`config.mk`:
```
export PLATFORM = sky130hd
export DESIGN_NAME = constraint_sampler
export DESIGN_NICKNAME = d
export VERILOG_FILES = /design/src/rtl/sampler_pkg.sv /design/src/rtl/constraint_sampler_lfsr32.sv /design/src/rtl/constraint_sampler.sv
export SDC_FILE = /design/constraint.sdc
export NUM_CORES = 1
export LEC_CHECK = 0
export BUFFER_PORTS_ARGS = -buffer_cell sky130_fd_sc_hd__buf_4
export CAP_MARGIN = 20
export CORE_ASPECT_RATIO = 0.9
export CORE_MARGIN = 2
export CORE_UTILIZATION = 48
export CTS_CLUSTER_DIAMETER = 150
export DETAILED_ROUTE_END_ITERATION = 8
export PLACE_DENSITY = 0.71
export SETUP_SLACK_MARGIN = 0.02
export SYNTH_ARGS = -nofsm -noshare
export SYNTH_HDL_FRONTEND = slang
export SYNTH_SLANG_ARGS = --single-unit
```
`constraint.sdc`:
```
create_clock -name clk -period 14.09 [get_ports clk]
set_clock_uncertainty 0.2 [all_clocks]
set_input_delay 1.409 -clock clk [delete_from_list [all_inputs] [get_ports clk]]
set_output_delay 1.409 -clock clk [all_outputs]
set_load 0.03 [all_outputs]
```
`src/rtl/sampler_pkg.sv`:
```
// Shared definitions for the constraint sampler: LFSR taps, FSM state encoding
// and the Galois LFSR step function.
package sampler_pkg;

  localparam logic [31:0] LFSR_TAPS = 32'h8020_0003;

  typedef enum logic [2:0] {
    ST_IDLE,
    ST_GEN,
    ST_CHECK,
    ST_EMIT,
    ST_DONE
  } state_e;

  function automatic logic [31:0] lfsr32_next(input logic [31:0] s);
    return (s >> 1) ^ (s[0] ? LFSR_TAPS : 32'h0000_0000);
  endfunction

endpackage

```
`src/rtl/constraint_sampler_lfsr32.sv`:
```
// 32-bit Galois LFSR with load/advance enables; a zero load value is replaced
// by 1 so the generator can never lock up.
module lfsr32
  import sampler_pkg::*;
#(
  parameter logic [31:0] SEED = 32'h0000_0001
) (
  input  logic        clk,
  input  logic        rst,
  input  logic        load,
  input  logic [31:0] seed,
  input  logic        advance,
  output logic [31:0] next_c
);

  logic [31:0] state_q;
  logic [31:0] state_d;

  assign next_c = lfsr32_next(state_q);

  always_comb begin
    state_d = state_q;
    if (load) begin
      state_d = (seed == 32'h0000_0000) ? 32'h0000_0001 : seed;
    end else if (advance) begin
      state_d = next_c;
    end
  end

  always_ff @(posedge clk or posedge rst) begin
    if (rst) begin
      state_q <= SEED;
    end else begin
      state_q <= state_d;
    end
  end

endmodule

```
`src/rtl/constraint_sampler.sv`:
```
// Generates pseudo-random candidates for a constraint checker and streams out
// only the satisfying ones until a sample count or a reject budget is reached.
module constraint_sampler
  import sampler_pkg::*;
#(
  parameter int unsigned VEC_W     = 64,
  parameter logic [31:0] SEED      = 32'h0000_0001,
  parameter int unsigned MAX_TRIES = 65535,
  parameter int unsigned CNT_W     = 16
) (
  input  logic             clk,
  input  logic             rst,
  input  logic             start,
  input  logic [CNT_W-1:0] num_samples,
  input  logic             seed_load,
  input  logic [31:0]      seed,
  output logic [VEC_W-1:0] cand,
  input  logic             sat,
  output logic             sample_valid,
  input  logic             sample_ready,
  output logic [VEC_W-1:0] sample_data,
  output logic             busy,
  output logic             done,
  output logic             fail,
  output logic [CNT_W-1:0] tries
);

  localparam int unsigned WORDS = (VEC_W + 31) / 32;
  localparam int unsigned WC_W  = (WORDS > 1) ? $clog2(WORDS) : 1;

  state_e             state_q, state_d;
  logic [VEC_W-1:0]   cand_q, cand_d;
  logic [VEC_W-1:0]   data_q, data_d;
  logic               valid_q, valid_d;
  logic [CNT_W-1:0]   tries_q, tries_d;
  logic [CNT_W-1:0]   acc_q, acc_d;
  logic [CNT_W-1:0]   num_q, num_d;
  logic [WC_W-1:0]    word_q, word_d;
  logic               fail_q, fail_d;
  logic               busy_q, busy_d;
  logic               done_q, done_d;

  logic               lfsr_load;
  logic               lfsr_adv;
  logic [31:0]        lfsr_next_c;
  logic [VEC_W-1:0]   shift_c;

  function automatic logic [CNT_W-1:0] sat_inc(input logic [CNT_W-1:0] x);
    return (x == {CNT_W{1'b1}}) ? x : x + CNT_W'(1);
  endfunction

  assign lfsr_load = (state_q == ST_IDLE) && seed_load;
  assign lfsr_adv  = (state_q == ST_GEN);

  lfsr32 #(.SEED(SEED)) u_lfsr (
    .clk     (clk),
    .rst     (rst),
    .load    (lfsr_load),
    .seed    (seed),
    .advance (lfsr_adv),
    .next_c  (lfsr_next_c)
  );

  // Newest LFSR word enters at the LSBs; older words move up and fall off the top.
  if (VEC_W > 32) begin : g_wide
    assign shift_c = {cand_q[VEC_W-33:0], lfsr_next_c};
  end else begin : g_narrow
    assign shift_c = lfsr_next_c[VEC_W-1:0];
  end

  always_comb begin
    state_d = state_q;
    cand_d  = cand_q;
    data_d  = data_q;
    valid_d = valid_q;
    tries_d = tries_q;
    acc_d   = acc_q;
    num_d   = num_q;
    word_d  = word_q;
    fail_d  = fail_q;

    unique case (state_q)
      ST_IDLE: begin
        if (start) begin
          fail_d = 1'b0;
          if (num_samples == '0) begin
            state_d = ST_DONE;
          end else begin
            tries_d = '0;
            acc_d   = '0;
            num_d   = num_samples;
            word_d  = '0;
            state_d = ST_GEN;
          end
        end
      end
      ST_GEN: begin
        cand_d = shift_c;
        if (word_q == WC_W'(WORDS - 1)) begin
          word_d  = '0;
          state_d = ST_CHECK;
        end else begin
          word_d = word_q + WC_W'(1);
        end
      end
      ST_CHECK: begin
        if (sat) begin
          data_d  = cand_q;
          valid_d = 1'b1;
          state_d = ST_EMIT;
        end else begin
          tries_d = sat_inc(tries_q);
          if (32'(tries_d) >= MAX_TRIES) begin
            fail_d  = 1'b1;
            state_d = ST_DONE;
          end else begin
            state_d = ST_GEN;
          end
        end
      end
      ST_EMIT: begin
        if (sample_ready) begin
          valid_d = 1'b0;
          acc_d   = sat_inc(acc_q);
          state_d = (acc_d == num_q) ? ST_DONE : ST_GEN;
        end
      end
      ST_DONE: begin
        state_d = ST_IDLE;
      end
      default: begin
        state_d = ST_IDLE;
      end
    endcase

    busy_d = (state_d != ST_IDLE);
    done_d = (state_d == ST_DONE);
  end

  always_ff @(posedge clk or posedge rst) begin
    if (rst) begin
      state_q <= ST_IDLE;
      cand_q  <= '0;
      data_q  <= '0;
      valid_q <= 1'b0;
      tries_q <= '0;
      acc_q   <= '0;
      num_q   <= '0;
      word_q  <= '0;
      fail_q  <= 1'b0;
      busy_q  <= 1'b0;
      done_q  <= 1'b0;
    end else begin
      state_q <= state_d;
      cand_q  <= cand_d;
      data_q  <= data_d;
      valid_q <= valid_d;
      tries_q <= tries_d;
      acc_q   <= acc_d;
      num_q   <= num_d;
      word_q  <= word_d;
      fail_q  <= fail_d;
      busy_q  <= busy_d;
      done_q  <= done_d;
    end
  end

  assign cand         = cand_q;
  assign sample_data  = data_q;
  assign sample_valid = valid_q;
  assign tries        = tries_q;
  assign fail         = fail_q;
  assign busy         = busy_q;
  assign done         = done_q;

endmodule

```
After elaboration in Yosys (flattened, before gate mapping)

Index checks and enable logic that the tools add are counted.

Memories: 0
Logic and storage cells: 79
Input bits: 54
Flip-flop bits (word level): 216
Bits in latches: 0
Output and inout port bits: 148
Bits in writable memories: 0
Bits in read-only memories: 0

Bitwise logic cells: 2
$add $sub $neg: 3
Magnitude comparators: 1
Muxes and demuxes: 31
Equality and inequality tests: 13
Multiply operators: 0
Divide/modulo/power cells: 0
Reduce and logical (&&, ||, !) cells: 17
Shift operators: 0

Operators by type and width:

| operator                | count |
|---|---|
| $mux W32                | 4 |
| $mux W16                | 6 |
| $pmux W16 S2            | 2 |
| $add A16 B1 Y16 const B | 2 |
| $eq A16 B16 Y1 const B  | 2 |
| $logic_not A32 Y1       | 1 |
| $xor A31 B32 Y32        | 1 |
| $mux W3                 | 7 |
| $eq A16 B16 Y1          | 1 |
| $ge A16 B16 Y1 const B  | 1 |
| $logic_not A16 Y1       | 1 |
| $ne A2 B2 Y1 const B    | 6 |
| $pmux W3 S4             | 1 |
| $reduce_and A4 Y1       | 3 |
| $reduce_bool A2 Y1      | 5 |
| $reduce_and A3 Y1       | 3 |
| $mux W1                 | 8 |
| $eq A3 B2 Y1 const B    | 2 |
| $pmux W1 S2             | 3 |
| $eq A3 B1 Y1 const B    | 1 |
| $eq A3 B3 Y1 const B    | 1 |
| $logic_not A3 Y1        | 1 |
| $reduce_bool A3 Y1      | 1 |
| $reduce_and A2 Y1       | 1 |
| other kinds (3)         | 3 |

Logic depth before layout (Yosys ltp)

Word-level depth: 7
Mapped depth: 9
Mapped depth without buffers: 8

By module

Synthesis repeated with hierarchy kept, for this count alone.

Cell total of the unflattened synthesis: 1042
Area total of the unflattened synthesis: 10231.1 um^2

Modules (own cells, without submodules):

| module             | instances | area an instance (um^2) | cells each |
|---|---|---|---|
| constraint_sampler | 1         | 8404.3                  | 857 |
| lfsr32             | 1         | 1826.8                  | 185 |

Worst setup path before layout

Ideal clock, no wire load.

Kind: in2reg
Start point: input num_samples[11]
End point: register state_q[0]
Stages on the path: 6
Data arrival time: 2634 ps
Setup slack: 11106 ps
Cell sequence: nor4_1 nand4_1 nand2_1 clkbuf_1 clkbuf_1 o221ai_1

Longest elaborated chain between the ends: 4

Ends and longest elaborated chain:

| what                   | RTL line                  | text |
|---|---|---|
| start: declaration     | constraint_sampler.sv:14  | `input logic [CNT_W-1:0] num_samples,` |
| $logic_not A16 Y1      | constraint_sampler.sv:86  | `if (num_samples == '0) begin` |
| $mux W3                | constraint_sampler.sv:86  |  |
| $mux W3                | constraint_sampler.sv:84  | `if (start) begin` |
| $pmux W3 S4            | constraint_sampler.sv:82  | `unique case (state_q)` |
| via state_d[0]         | constraint_sampler.sv:31  | `state_e state_q, state_d;` |
| end signal: assignment | constraint_sampler.sv:154 | `state_q <= state_d;` |
| end: declaration       | constraint_sampler.sv:31  |  |

The timed path passes the listed nets, and every way through them passes these cells.
A chain may end at the register's enable or synchronous reset.

Final worst setup path

Start point: register acc_q[1]
End point: register state_q[0]

Longest elaborated chain between the ends: 6
Elaborated cells on any way between the ends: 7

Ends and longest elaborated chain:

| what                                                     | RTL line                  | text |
|---|---|---|
| start: declaration                                       | constraint_sampler.sv:36  | `logic [CNT_W-1:0] acc_q, acc_d;` |
| start signal: assignment                                 | constraint_sampler.sv:147 | `acc_q <= '0;` |
| start signal: assignment                                 | constraint_sampler.sv:159 | `acc_q <= acc_d;` |
| $add A16 B1 Y16 / $eq A16 B16 Y1 (equally long branches) | constraint_sampler.sv:49  | `return (x == {CNT_W{1'b1}}) ? x : x + CNT_W'(1);` |
| $mux W16 (*)                                             | constraint_sampler.sv:49  |  |
| $eq A16 B16 Y1 (*)                                       | constraint_sampler.sv:125 | `state_d = (acc_d == num_q) ? ST_DONE : ST_GEN;` |
| $mux W3 (*)                                              | constraint_sampler.sv:125 |  |
| $mux W3 (*)                                              | constraint_sampler.sv:122 | `if (sample_ready) begin` |
| $pmux W3 S4 (*)                                          | constraint_sampler.sv:82  |  |
| via state_d[0]                                           | constraint_sampler.sv:31  |  |

Mark *: on every way through the listed nets, which the timed path passes. The rest lies on a longest branch.

==> results.md <==
* Slowest-stage cell, CP: ha_1
* GRT Overall Usage at 23.7%
* Vias in the first global route at approximately 7700
* Peak VDD IR at between 150 and 200 uV
* Crit path required time at between 10000 and 15000 ps
* Clock Tree Buf Depth at 3
* Seq/Total Area, Yosys at between 50% and 60%
* Total of max-cap violations at 0
* Worst Path Max Fanout at 13
* Worst-Margin Slew at 1050 ps
* Util after Layout at between 60% and 70%
* Biggest cell delay along the critical path at approximately 570 ps
* Max Freq at 282 MHz
* Die area at 21900 sq um
* Ant diodes at 0
* Critical Path Source Type: flip-flop
* First drt pass iteration count at 5
* Worst-skew pair later-pin latency at 530 ps
* Final setup violation count at 0
* Post-synth EDFFs at 0
* RePlAce Congestion at 0.895
* Top-level port count at between 200 and 250
* Final Net Count at 1244
* RSZ-0062 raised after global routing: no
* Grt ovf at 0
* Initial Utilization at approximately half
* FFs w/ async S/R, synth at 100%
* Synth Net Count at between 1000 and 1500
* Placed instance area at 11600 sq um
* Fin. Hold Viols at 0
* Cell area power density at between 200 and 250 nW/um^2
* Syn. warnings at 0
* Hold bufs inserted after CTS at 0
* Inst Count DP at around 1400
* CTS tree: built
* DRC violations left at 0
* Primary FF master, synth: dfrtp_1
* H-tree Lvls at 1
* Worst slew margin at between 20 and 30%
* CORE AREA at slightly above 20000 sq um
* IO Port Bufs at roughly 200
* Vias at between 8000 and 9000
* Postcts setup bufs at 0
* Register bit total from synthesis at 216
* Antenna-violating nets left at 0
* CTS resizes at 0
* Avg Cell Area, Syn at approximately 9.8 sq um
* Crit end category: flip-flop
* Critical path arrival at approximately 3700 ps
* CP Class: flip-flop to flip-flop
* Post-Layout Cell Count at 1459
* Fill cell count at 1743
* Drt total wl at approximately 26000 um
* Via density at ~5.6
* Share of cells above drive strength 1 at between 20% and 30%
* Crit-path cells: ha_1, nand3_1, nor4_4, a21boi_1, a221oi_2, nand4_1, nor4_2, o221ai_1
* Layout area overhead at 24.7%
* Tcrit/Tclk final at 25.2%
* Initial DRC count at 498
* Antenna violations before repair at 0
* Clock period minus worst slack at approximately 3500 ps
* Synth Instances at ~1000
* Synth cell types at between 60 and 70
* Die height at 141 um
* Worst R2R Setup Slack at around 11000 ps
* Cts bufs inserted at 24
* Design Area, Final at roughly 12000 sq um
* Fin. max-slew vios at 0
* CTS sink cnt at 216
* Final HPWL from detailed placement at 17300 um
* Die X at roughly 160 um
* Mapped Area at roughly 10000 sq um
* First-pass GRT wire length at between 40000 and 50000 um
* Status: finished clean
* Clock transition at the registers of the reported paths at around 60 ps
* Routed WL per cell at 17.9 um
* Num rows at between 40 and 50
* Leak Pwr at slightly above 6 nW
* Largest net degree at the start of global routing at 146
* Setup_tns at 0 ps
* CTS root buf: clkbuf_16
* Hold Path Class: flip-flop to flip-flop
## critical path, delay by kind of cell, from the launching register on
family          cells  cell delay [ps]
flops               1              480
compound gates      3              680
simple gates        4             1460
fa+ha+maj           1              570
## flip-flops by register name, indices dropped and copies added (netlist names)
register	flops
acc_q	16
busy	1
cand	64
done	1
fail	1
num_q	16
sample_data	64
sample_valid	1
state_q	3
tries	16
u_lfsr.state_q	32
word_q	1
## Yosys cell counts (all sizes together) (3+ instances only)
master / n / area, sq um
nor2: 39 / 146
a21oi: 56 / 280
xor2: 8 / 70.1
a31oi: 8 / 50.1
o211ai: 4 / 30.0
o41ai: 3 / 26.3
xnor2: 13 / 114
inv: 11 / 41.3
or3: 4 / 25.0
o31ai: 8 / 60.1
a211o: 4 / 35.0
nand2: 300 / 1130
and3: 7 / 43.8
dfrtp: 215 / 5380
clkbuf: 40 / 150
a21o: 30 / 225
nor3: 10 / 55.1
mux2: 65 / 732
nor4: 20 / 174
a311oi: 5 / 43.8
nand3: 26 / 130
and2: 6 / 37.5
a32o: 3 / 30.0
a211oi: 8 / 65.1
buf: 24 / 110
mux2i: 5 / 50.1
nand4: 16 / 143
o21ai: 39 / 195
and4: 4 / 37.5
## final cells by class
class                           count  area [sq um]  area share [%]
Inverter                           11          48.8           0.393
Sequential cell                   216          5410            43.5
Clock buffer                       38           713            5.74
Tap cell                          255           319            2.57
Clock inverter                      4          73.8           0.594
Multi-Input combinational cell    728          4270            34.4
Timing Repair Buffer              207          1590            12.8
## cells by family (layout without fill, tap and decap cells)
kind of cell / Yosys count / after routing / synth area share, %
DFF: 216 / 216 / 54.3
adders and majority gates: 2 / 2 / 0.251
and+or+nand+nor: 445 / 445 / 20.3
AOI/OAI and AO/OA: 190 / 190 / 12.5
muxes: 70 / 70 / 7.85
xor gates and xnor gates: 21 / 21 / 1.85
buffers and inverters: 75 / 260 / 3.03
## power by group
part | leakage (nW) | switching (mW) | internal, mW
Combinational | 2.99 | 0.762 | 0.471
Clock | 0.382 | 0.252 | 0.366
Sequential | 2.78 | 0.188 | 0.855
Total | 6.15 | 1.20 | 1.69
## layer usage
| layer | track usage, % | vias to the layer above | part of all wire (%) |
|---|---|---|---|
| met5 | 0 | - | 0 |
| met4 | 5.07 | 0 | 2.0 |
| met3 | 4.15 | 34 | 5.6 |
| met2 | 35.9 | 233 | 46 |
| met1 | 35.8 | 3966 | 47 |
| li1 | - | 3878 | - |
## per-stage QoR
stage          total power, mW  setup WS [ps]  hold WS, ps
4_1_cts                   2.91          10600          277
2_1_floorplan             1.84           6580          257
3_3_place_gp              2.26          10280          272
5_1_grt                   3.07          10340          296
6_report                  2.89          10540          275
3_5_place_dp              2.28          10150          268
## final timing paths
| check | startpoint | to | cells past startpoint |
|---|---|---|---|
| min in group asynchronous | rst | sample_data[53] | 2 |
| setup / recovery | acc_q[1] | state_q[0] | 8 |
| hold reg to reg | u_lfsr.state_q[25] | cand[24] | 2 |
| setup reg to reg | acc_q[1] | state_q[0] | 8 |
| hold / removal | u_lfsr.state_q[25] | cand[24] | 2 |
| max in group asynchronous | rst | sample_data[54] | 4 |
## layout by cell type, fill, tap and decap left out, drive strengths merged, types with 3 or more instances in the layout
master	instances
a21o	30
buf	207
o21ai	39
nand2	300
xnor2	13
mux2	65
a211oi	8
and4	4
nor4	20
o211ai	4
clkbuf	38
a32o	3
dfrtp	215
a311oi	5
o31ai	8
and2	6
or3	4
xor2	8
a211o	4
o41ai	3
clkinv	3
a21oi	56
nor3	10
nor2	39
nand3	26
and3	7
a31oi	8
nand4	16
inv	11
mux2i	5
Power figures use the tool's default switching activity.
